==> src/rtl/adder_pkg.sv <==
// Shared types and sizing helpers for the serial adder controller.
package adder_pkg;

  typedef enum logic [1:0] {
    IDLE = 2'd0,
    RUN  = 2'd1,
    DONE = 2'd2
  } state_e;

  // Counter wide enough to hold 0..WIDTH.
  function automatic int unsigned cnt_width(input int unsigned w);
    return $clog2(w) + 1;
  endfunction

endpackage

==> src/rtl/fa_cell.sv <==
// Combinational 1-bit full adder built from two half-adder stages and an OR.
module fa_cell
  import adder_pkg::*;
(
  input  logic a,
  input  logic b,
  input  logic ci,
  output logic s,
  output logic co
);

  logic p;
  logic g1;
  logic g2;

  // First half adder: operand bits.
  assign p  = a ^ b;
  assign g1 = a & b;

  // Second half adder: partial sum with carry-in.
  assign s  = p ^ ci;
  assign g2 = p & ci;

  assign co = g1 | g2;

endmodule

==> src/rtl/serial_adder_ctrl.sv <==
// Bit-serial adder: one shared full-adder cell stepped LSB first over WIDTH cycles.
module serial_adder_ctrl
  import adder_pkg::*;
#(
  parameter int unsigned WIDTH = 8
) (
  input  logic             clk,
  input  logic             rst_n,
  input  logic             in_valid,
  output logic             in_ready,
  input  logic [WIDTH-1:0] a,
  input  logic [WIDTH-1:0] b,
  input  logic             cin,
  output logic             out_valid,
  input  logic             out_ready,
  output logic [WIDTH-1:0] sum,
  output logic             cout,
  output logic             busy
);

  localparam int unsigned CW = cnt_width(WIDTH);

  state_e           state_q, state_d;
  logic [WIDTH-1:0] a_sh_q, a_sh_d;
  logic [WIDTH-1:0] b_sh_q, b_sh_d;
  logic [WIDTH-1:0] s_sh_q, s_sh_d;
  logic             carry_q, carry_d;
  logic [CW-1:0]    cnt_q, cnt_d;
  logic [WIDTH-1:0] sum_q, sum_d;
  logic             cout_q, cout_d;

  logic             fa_s;
  logic             fa_co;
  logic [WIDTH:0]   s_cat;
  logic [WIDTH-1:0] s_shift;

  // Single shared adder cell sees the current LSBs and the running carry.
  fa_cell u_fa (
    .a  (a_sh_q[0]),
    .b  (b_sh_q[0]),
    .ci (carry_q),
    .s  (fa_s),
    .co (fa_co)
  );

  // New sum bit enters at the MSB; safe for WIDTH=1.
  assign s_cat   = {fa_s, s_sh_q};
  assign s_shift = s_cat[WIDTH:1];

  // Next-state, datapath shifting and result capture.
  always_comb begin
    state_d = state_q;
    a_sh_d  = a_sh_q;
    b_sh_d  = b_sh_q;
    s_sh_d  = s_sh_q;
    carry_d = carry_q;
    cnt_d   = cnt_q;
    sum_d   = sum_q;
    cout_d  = cout_q;
    unique case (state_q)
      IDLE: begin
        if (in_valid) begin
          a_sh_d  = a;
          b_sh_d  = b;
          carry_d = cin;
          s_sh_d  = '0;
          cnt_d   = '0;
          state_d = RUN;
        end
      end
      RUN: begin
        a_sh_d  = a_sh_q >> 1;
        b_sh_d  = b_sh_q >> 1;
        s_sh_d  = s_shift;
        carry_d = fa_co;
        cnt_d   = cnt_q + CW'(1);
        if (cnt_q == CW'(WIDTH - 1)) begin
          sum_d   = s_shift;
          cout_d  = fa_co;
          state_d = DONE;
        end
      end
      DONE: begin
        if (out_ready) state_d = IDLE;
      end
      default: state_d = IDLE;
    endcase
  end

  // State and datapath registers; reset aborts any operation in flight.
  always_ff @(posedge clk or negedge rst_n) begin
    if (!rst_n) begin
      state_q <= IDLE;
      a_sh_q  <= '0;
      b_sh_q  <= '0;
      s_sh_q  <= '0;
      carry_q <= 1'b0;
      cnt_q   <= '0;
      sum_q   <= '0;
      cout_q  <= 1'b0;
    end else begin
      state_q <= state_d;
      a_sh_q  <= a_sh_d;
      b_sh_q  <= b_sh_d;
      s_sh_q  <= s_sh_d;
      carry_q <= carry_d;
      cnt_q   <= cnt_d;
      sum_q   <= sum_d;
      cout_q  <= cout_d;
    end
  end

  // Handshake flags are decoded straight from the state register.
  assign in_ready  = (state_q == IDLE);
  assign out_valid = (state_q == DONE);
  assign busy      = (state_q != IDLE);
  assign sum       = sum_q;
  assign cout      = cout_q;

endmodule

==> config.mk <==
export PLATFORM = sky130hd
export DESIGN_NAME = serial_adder_ctrl
export DESIGN_NICKNAME = d
export VERILOG_FILES = /design/src/rtl/adder_pkg.sv /design/src/rtl/fa_cell.sv /design/src/rtl/serial_adder_ctrl.sv
export SDC_FILE = /design/constraint.sdc
export NUM_CORES = 1
export LEC_CHECK = 0
export CAP_MARGIN = 40
export CORE_MARGIN = 2
export CORE_UTILIZATION = 25
export DETAILED_ROUTE_END_ITERATION = 6
export HOLD_SLACK_MARGIN = 0.02
export PLACE_DENSITY = 0.54
export RECOVER_POWER = 100
export SLEW_MARGIN = 20
export SYNTH_ARGS = -nofsm -noshare
export SYNTH_HDL_FRONTEND = slang
export SYNTH_SLANG_ARGS = --single-unit
==> constraint.sdc <==
create_clock -name clk -period 1.7 [get_ports clk]
set_input_delay 0.34 -clock clk [delete_from_list [all_inputs] [get_ports clk]]
set_output_delay 0.34 -clock clk [all_outputs]
set_load 0.005 [all_outputs]
---- Word-level counts from Yosys, hierarchy flattened ----
Cells that the tools add are included.
operators by class
  add/subtract/negate cells ............... 1
  equality and inequality tests ........... 6
  multiplexer cells ....................... 14
  bitwise logic cells ..................... 5
  reductions and logical operators ........ 6
operator list
  operator                                                                 count
  8-bit one-hot mux with 2 select lines                                    3
  8-bit 2-to-1 mux                                                         3
  4-bit one-hot mux with 2 select lines                                    1
  2-bit 2-to-1 mux                                                         3
  2-bit one-hot mux with 3 select lines                                    1
  4-bit by 1-bit adder with 4-bit output, second input constant            1
  4-bit by 3-bit == test with 1-bit output, second input constant          1
  4-bit 2-to-1 mux                                                         1
  2-bit inequality test, second input constant                             2
  2-bit AND reduction                                                      2
  2-bit nonzero test                                                       2
  3-bit AND reduction                                                      1
  1-bit AND                                                                2
  2-bit by 1-bit == test with 1-bit output, second input constant          1
  2-bit == test, second input constant                                     1
  2-bit zero test                                                          1
  2-bit by 1-bit inequality test with 1-bit output, second input constant  1
  1-bit one-hot mux with 2 select lines                                    1
  1-bit bitwise XOR                                                        2
  1-bit 2-to-1 mux                                                         1
  1-bit bitwise OR                                                         1
word-level totals
  register bits after elaboration ......... 40
  word-level logic and storage cells ...... 40

---- Longest topological paths before layout ----
Gate-level depths: netlist (run 1).
  depth in word-level cells ............... 4
  gate-level depth with buffers ........... 5
  depth with buffers taken out ............ 4

---- By module ----
From an unflattened synthesis (run 1), not the netlist that was laid out.
unflattened totals
  cells, all modules ...................... 158
  area total of the unflattened synthesis .. 1767.9 µm²
by module, submodules not included
  module             instances  cells an instance  area each (µm²)  sequential area each (µm²)
  serial_adder_ctrl  1          157                1747.9           975.9
  fa_cell            1          1                  20.0             0.0

---- Least setup slack after synthesis (run 1) ----
No wires, ideal clock.
  path kind ............................... reg2reg
  start point ............................. register cnt_q[0]
  end point ............................... register cout_q (netlist: cout)
  library setup time ...................... 125 ps
  data arrival time ....................... 1349 ps
  path slack .............................. 227 ps
  cell stages (with the launch flop) ...... 5
  path through ............................ dfrtp_1 > ha_1 > nand2_1 > nor3_4 > mux2_2
between the ends
  cells in the longest elaborated chain, start to end .. 2
RTL lines
  what                                      line                      text
  start, declared                           serial_adder_ctrl.sv:28   logic [CW-1:0] cnt_q, cnt_d;
  start signal, assigned                    serial_adder_ctrl.sv:107  cnt_q <= cnt_d;
  4-bit by 3-bit == test with 1-bit output  serial_adder_ctrl.sv:77   if (cnt_q == CW'(WIDTH - 1)) begin
  2-bit AND reduction (no line)             n/a
  end signal, assigned                      serial_adder_ctrl.sv:109  cout_q <= cout_d;
  end, declared                             serial_adder_ctrl.sv:30   logic cout_q, cout_d;
No other way between the ends.
A chain may end at the register's enable or synchronous reset.

---- Worst setup path after layout (run 1) ----
  start point ............................. register state_q[1]
  end point ............................... register cout_q (netlist: cout)
between the ends
  cells in the longest elaborated chain, start to end .. 2
RTL lines
  what                                      line                      text
  start, declared                           serial_adder_ctrl.sv:23   state_e state_q, state_d;
  start signal, assigned                    serial_adder_ctrl.sv:102  state_q <= state_d;
  2-bit by 1-bit == test with 1-bit output  serial_adder_ctrl.sv:60   unique case (state_q)
  2-bit AND reduction (no line)             n/a
No other way between the ends.

==> results of run 1 <==
cell families after synthesis:
| kind of cell | count (synthesis) | synth area share |
|---|---|---|
| adders and majority gates | 2 | 0.0185 |
| buffers and inverters | 12 | 0.0305 |
| AOI/OAI and AO/OA | 63 | 0.226 |
| muxes | 10 | 0.0639 |
| and+or+nand+nor | 32 | 0.108 |
| DFF | 39 | 0.554 |
how the worst max path moves through the flow:
stage	end	cells after the start	startpoint	slack [ns]
after floorplan	cout$_DFFE_PN0P_	4	cnt_q[0]$_DFFE_PN0P_	0.23
after global placement	in_ready	3	state_q[0]$_DFFE_PN0P_	0.1
after detailed placement	in_ready	3	state_q[0]$_DFFE_PN0P_	0.09
after CTS	sum[1]$_DFFE_PN0P_	6	state_q[1]$_DFFE_PN0P_	0.06
after global routing	a_sh_q[6]$_DFFE_PN0P_	7	state_q[1]$_DFFE_PN0P_	0.01
final	cout$_DFFE_PN0P_	6	state_q[1]$_DFFE_PN0P_	0.10
per-layer routing:
| metal | up-vias | global-route usage | part of all wire |
|---|---|---|---|
| li1 | 654 | - | - |
| met1 | 667 | 0.147 | 0.49 |
| met2 | 16 | 0.190 | 0.47 |
| met3 | 5 | 0.0339 | 0.026 |
| met4 | 0 | 0.0420 | 0.016 |
| met5 | - | 0 | 0 |
registers in the layout, summed over array words and instances, names as in the netlist:
signal	count
state_q	2
b_sh_q	8
s_sh_q	7
a_sh_q	8
carry_q	1
cnt_q	4
sum	8
cout	1
cell type report:
class,count,area share
sequential,39,0.414
clock buffer,6,0.0308
timing repair buffer,47,0.188
tap,96,0.0510
multi-input combinational,107,0.313
inverter,2,0.00318
critical path: cells and delay by family (launching register included):
family | cells | cell delay (ns)
and+or+nand+nor | 2 | 0.37
DFF | 1 | 0.39
muxes | 1 | 0.33
buffers and inverters | 3 | 0.40
through the flow:
step	hold WS, ns	util	worst slack, ns	cells
2_1_floorplan	0.0444	-	0.227	158
3_3_place_gp	0.335	0.336	0.0972	288
3_5_place_dp	0.334	0.336	0.0881	288
4_1_cts	0.0210	0.350	0.0631	297
5_1_grt	0.312	0.347	0.0135	297
6_report	0.220	0.347	0.105	297
Yosys cell counts, drive strengths merged:
cell type	number	share of area
a21o	1	0.0050
a21oi	18	0.051
a22o	9	0.045
a22oi	15	0.064
buf	5	0.016
clkbuf	5	0.011
dfrtp	39	0.55
fa	1	0.011
ha	1	0.0071
inv	2	0.0043
mux2	10	0.064
nand2	5	0.011
nand2b	1	0.0036
nand3	2	0.0057
nor2	2	0.0043
nor2b	20	0.071
nor3	1	0.0092
o21ai	18	0.051
o21bai	1	0.0043
o311ai	1	0.0050
or2	1	0.0036
report_power, final:
part	switching, uW	internal, uW	leakage [uW]
logic	579	773	0.000476
clock network	301	274	0.0000371
registers	271	1300	0.000509
total	1150	2340	0.00102
what timing repair did:
item	4_1_cts	5_1_grt
buffers inserted	3	1
setup endpoints to repair	3	11
gates resized for setup	5	3
==> summary.md, run 1 <==
| Metric | Value |
|---|---|
| Outcome | `completed` |
| Fillers | `approximately 680` |
| Clock skew | `between 0.005 and 0.006 ns` |
| Clk slew on worst S/H paths | `0.07 ns` |
| 1st-pass router iterations | `4` |
| HP Class | `input port to async pin` |
| CTS Buf Count | `5` |
| Final Cell Area | `about 2400 um2` |
| Post-DRT Antenna Nets | `0` |
| Most frequent cells in the layout | `39 x dfrtp_1, 20 x clkdlybuf4s50_1, 19 x nor2b_1` |
| Placer congestion estimate | `approximately 0.75` |
| Netlist cell types | `23` |
| Required @ worst endpoint | `about 1.9 ns` |
| Setup TNS | `0 ns` |
| Layout cell share with drive strength beyond 1 | `0.169` |
| CTS Hold Bufs | `0` |
| Worst path arrival time | `1.77 ns` |
| Critical-path top delay cell | `dfrtp_1` |
| Max Cap Viol | `0` |
| Grt total ovfl | `0` |
| Post-synth design cell area | `~1800 um2` |
| Reg2reg start | `state_q[1]$_DFFE_PN0P_` |
| Nets | `~230` |
| Die width | `roughly 88 um` |
| Synth Net Count | `approximately 180` |
| CTS root buf | `clkbuf_8` |
| Critical R2R Capture | `cout$_DFFE_PN0P_` |
| CP Class | `flip-flop to flip-flop` |
| IO buf count | `32` |
| Clock Sinks | `39` |
| FP Rows | `30` |
| Area grow syn2layout | `33.7%` |
| Worst reg-to-reg path cell count | `6` |
| Final Critical Period | `approximately 1.6 ns` |
| Worst setup EP type | `flip-flop` |
| Area of the multi-input gates | `~740 um2` |
| Initial core utilization | `0.259` |
| Global-route wire length before repair | `roughly 6.9 mm` |
| Post-Synthesis Cells | `~160` |
| YS warnings | `0` |
| Largest net degree at the start of global routing | `21` |
| Core Area | `~6800 um2` |
| Reg2reg setup slack | `roughly 0.10 ns` |
| Die Y | `between 80 and 90 um` |
| Slew HR | `0.290` |
| Seq/Total Area, Yosys | `0.554` |
| Worst Path Max Fanout | `10` |
| Iteration-0 DRC Markers | `66` |
| Final Setup Violations | `0` |
| Fin crit share | `0.938` |
| Leakage | `0.00102 uW` |
| Cell area power density | `1480 nW/um2` |
| RSZ-0062 raised after global routing | `no` |
| Commonest non-fill, non-tap cell in the layout | `dfrtp_1` |
| Final antenna diode count | `0` |
| WL/cell | `approximately 14 um` |
| Critical-path cell list | `buf_4 > clkbuf_1 > nand2b_2 > nor3_4 > buf_12 > mux2_2` |
| Antenna violations before repair | `0` |
| Synthesized flop and latch total | `39` |
| Htree depth | `2` |
| Pwr Total | `approximately 3500 uW` |
| GRT Total Usage | `0.117` |
| Clock tree buffer depth | `2` |
| Hpwl dp | `approximately 2.7 mm` |
| Vias/cell | `~4.5` |
| CTS tree | `done` |
| Dpl cell area | `around 2300 um2` |
| Critical path's largest stage delay | `0.39 ns` |
| Worst skew pair latency | `0.29 ns` |
| Vias in the first global route | `around 1500` |
| Fin. max-slew vios | `0` |
| DR DRC count | `0` |
| Final wirelength | `4.02 mm` |
| Mapped Avg Cell Area | `roughly 11 um2` |
| Crit start category | `flip-flop` |
| Io pins | `33` |
| Hold Vio Cnt, Final | `0` |
| Sequential cell area | `976 um2` |
| Total die area | `between 7000 and 8000 um2` |
| Vias | `around 1300` |
| Peak Freq | `approximately 630 MHz` |
| Peak VDD IR | `0.000373 V` |
| Slew @ Worst Pin | `between 1 and 1.5 ns` |
No activity file was read; power rests on OpenSTA's default activity.
==> run 2: changes to the inputs <==
--- a/config.mk
+++ b/config.mk
@@ -6,7 +6,7 @@
 export NUM_CORES = 1
 export LEC_CHECK = 0
 export CAP_MARGIN = 40
-export CORE_MARGIN = 2
+export CORE_ASPECT_RATIO = 1.4
 export CORE_UTILIZATION = 25
 export DETAILED_ROUTE_END_ITERATION = 6
 export HOLD_SLACK_MARGIN = 0.02
==> run 2 against run 1 <==
Against the previous run:
- clock power rose by 18%
- largest power group unchanged
- die area fell by 4.4%
- largest cell class unchanged
- sequential share of layout area fell by 0.84 points
- critical path type is now flip-flop to output port
- wire length rose by 2.2%
- global-route usage barely moved
- worst hold slack improved by 0.29 ns
==> summary.md, run 2 (synthesis results as in run 1) <==
| Metric | Value |
|---|---|
| CTS Buf Count | `5 (unchanged)` |
| DR DRC count | `0 (unchanged)` |
| Leakage | `0.00105 uW (was 0.00102 uW)` |
| Crit start category | `flip-flop (unchanged)` |
| WL/cell | `13.8 um (was 13.5 um)` |
| Hpwl dp | `2.72 mm (about the same)` |
| Clk pwr share | `0.189 (was 0.164)` |
| Min-delay src | `sum[7]$_DFFE_PN0P_` |
| HP Class | `flip-flop to flip-flop (was input port to async pin)` |
| Vias | `1334 (was 1342)` |
| Io pins | `33 (unchanged)` |
| Worst setup EP type | `output port (was flip-flop)` |
| Grt total ovfl | `0 (unchanged)` |
| IO buf count | `32 (unchanged)` |
| Worst path arrival time | `1.25 ns (was 1.77 ns)` |
| Final wirelength | `4.11 mm (was 4.02 mm)` |
| Largest net degree at the start of global routing | `40 (was 21)` |
| Core Area | `6700 um2 (was 6790 um2)` |
| Crit path from | `state_q[0]$_DFFE_PN0P_ (was state_q[1]$_DFFE_PN0P_)` |
| Initial core utilization | `0.263 (was 0.259)` |
| Peak Freq | `629 MHz (was 627 MHz)` |
| Slew HR | `0.348 (was 0.290)` |
| 1st-pass router iterations | `4 (unchanged)` |
| Die width | `73.0 um (was 88.0 um)` |
| Vias in the first global route | `1311 (was 1455)` |
| Max Cap Viol | `0 (unchanged)` |
| Antenna violations before repair | `0 (unchanged)` |
| Dpl cell area | `2280 um2 (about the same)` |
| Setup TNS | `0 ns (unchanged)` |
| Clock Sinks | `39 (unchanged)` |
| Required @ worst endpoint | `1.36 ns (was 1.87 ns)` |
| Slew @ Worst Pin | `0.978 ns (was 1.07 ns)` |
| CP Class | `flip-flop to output port (was flip-flop to flip-flop)` |
| Sw frac | `0.325 (was 0.330)` |
| CTS root buf | `clkbuf_8 (unchanged)` |
| Worst Path Max Fanout | `3 (was 10)` |
| Most frequent cells in the layout | `39 x dfrtp_1, 19 x nor2b_1, 19 x clkdlybuf4s50_1 (was 39 x dfrtp_1, 20 x clkdlybuf4s50_1, 19 x nor2b_1)` |
| Nets | `228 (was 225)` |
| Final Setup Violations | `0 (unchanged)` |
| Combinational Power Share | `0.375 (was 0.387)` |
| Commonest non-fill, non-tap cell in the layout | `dfrtp_1 (unchanged)` |
| Area grow syn2layout | `36.5% (was 33.7%)` |
| Clock tree buffer depth | `2 (unchanged)` |
| Hold Vio Cnt, Final | `0 (unchanged)` |
| Outcome | `completed (unchanged)` |
| Vias/cell | `4.48 (was 4.52)` |
| Global-route wire length before repair | `6.53 mm (was 6.87 mm)` |
| Layout cell share with drive strength beyond 1 | `0.189 (was 0.169)` |
| Final Critical Period | `1.59 ns (was 1.60 ns)` |
| GRT Total Usage | `0.117 (about the same)` |
| Die Y | `101 um (was 88.0 um)` |
| Share of power burned in registers | `0.437 (was 0.449)` |
| Placer congestion estimate | `0.682 (was 0.747)` |
| Switch Pwr | `1170 uW (was 1150 uW)` |
| Total die area | `7400 um2 (was 7740 um2)` |
| CTS tree | `done (unchanged)` |
| Iteration-0 DRC Markers | `91 (was 66)` |
| Clock skew | `0.00386 ns (was 0.00564 ns)` |
| Reg2reg start | `state_q[0]$_DFFE_PN0P_ (was state_q[1]$_DFFE_PN0P_)` |
| Post-DRT Antenna Nets | `0 (unchanged)` |
| Final Cell Area | `2410 um2 (was 2360 um2)` |
| Int Pwr | `2420 uW (was 2340 uW)` |
| Fin crit share | `0.935 (was 0.938)` |
| Final antenna diode count | `0 (unchanged)` |
| Cell area power density | `1490 nW/um2 (was 1480 nW/um2)` |
| Fin. max-slew vios | `0 (unchanged)` |
| Htree depth | `2 (unchanged)` |
| Peak VDD IR | `0.000705 V (was 0.000373 V)` |
| RSZ-0062 raised after global routing | `no (unchanged)` |
| Worst skew pair latency | `0.28 ns (was 0.29 ns)` |
| Clk slew on worst S/H paths | `0.07 ns (about the same)` |
| FP Rows | `35 (was 30)` |
[run 2: cell type report]
cell class              count  area [um2]
clock buffers               8         100
inverters                   2        7.51
flip-flops and latches     39         976
multi-input cells         107         741
fillers                   702        4290
well taps                  92         115
repair buffers             50         467
[run 2: per-layer routing]
metal / part of all wire / routed length (um) / vias to the layer above / track usage
li1: - / - / 665 / -
met1: 0.50 / 2040 / 636 / 0.165
met2: 0.46 / 1890 / 31 / 0.175
met3: 0.039 / 162 / 2 / 0.0318
met4: 0.0058 / 24 / 0 / 0.0317
met5: 0 / 0 / - / 0
[run 2: final timing paths]
check,end,slack (ns),cells after the start
min in group asynchronous,a_sh_q[5]$_DFFE_PN0P_,0.82,3
worst min register to register,sum[7]$_DFFE_PN0P_,0.51,1
worst max register to register,sum[1]$_DFFE_PN0P_,0.14,6
worst min-delay path,sum[7]$_DFFE_PN0P_,0.51,1
max in group asynchronous,cout$_DFFE_PN0P_,0.28,3
worst max-delay path,in_ready,0.11,3
[run 2: stage by stage]
stage,hold slack (ns),std cells,utilization,worst slack (ns),power [uW]
after floorplan,0.0444,158,-,0.227,2350
after global placement,0.325,285,0.341,0.126,2940
after detailed placement,0.324,285,0.341,0.103,2950
after CTS,0.513,297,0.361,0.0637,3680
after global routing,0.525,298,0.359,0.0171,3860
final,0.509,298,0.359,0.111,3590
[run 2: what timing repair did]
action	CTS	global route
resized for setup	5	1
endpoints found under the setup margin	3	6
setup buffers	3	1
endpoints found under the hold margin	23	0
hold buffers	1	0
[run 2: critical path: stages, from the launching register on]
cell and delay (ns):
dfrtp_1 0.40, or2_2 0.30, inv_1 0.05, dlygate4sd2_1 0.22
[run 2: power by group through the flow]
stage | registers (uW) | clock network [uW] | logic, uW
after detailed placement | 1590 | 0 | 1360
after floorplan | 1530 | 0 | 821
after CTS | 1580 | 707 | 1390
final | 1570 | 676 | 1340
after global placement | 1590 | 0 | 1350
after global routing | 1630 | 737 | 1500
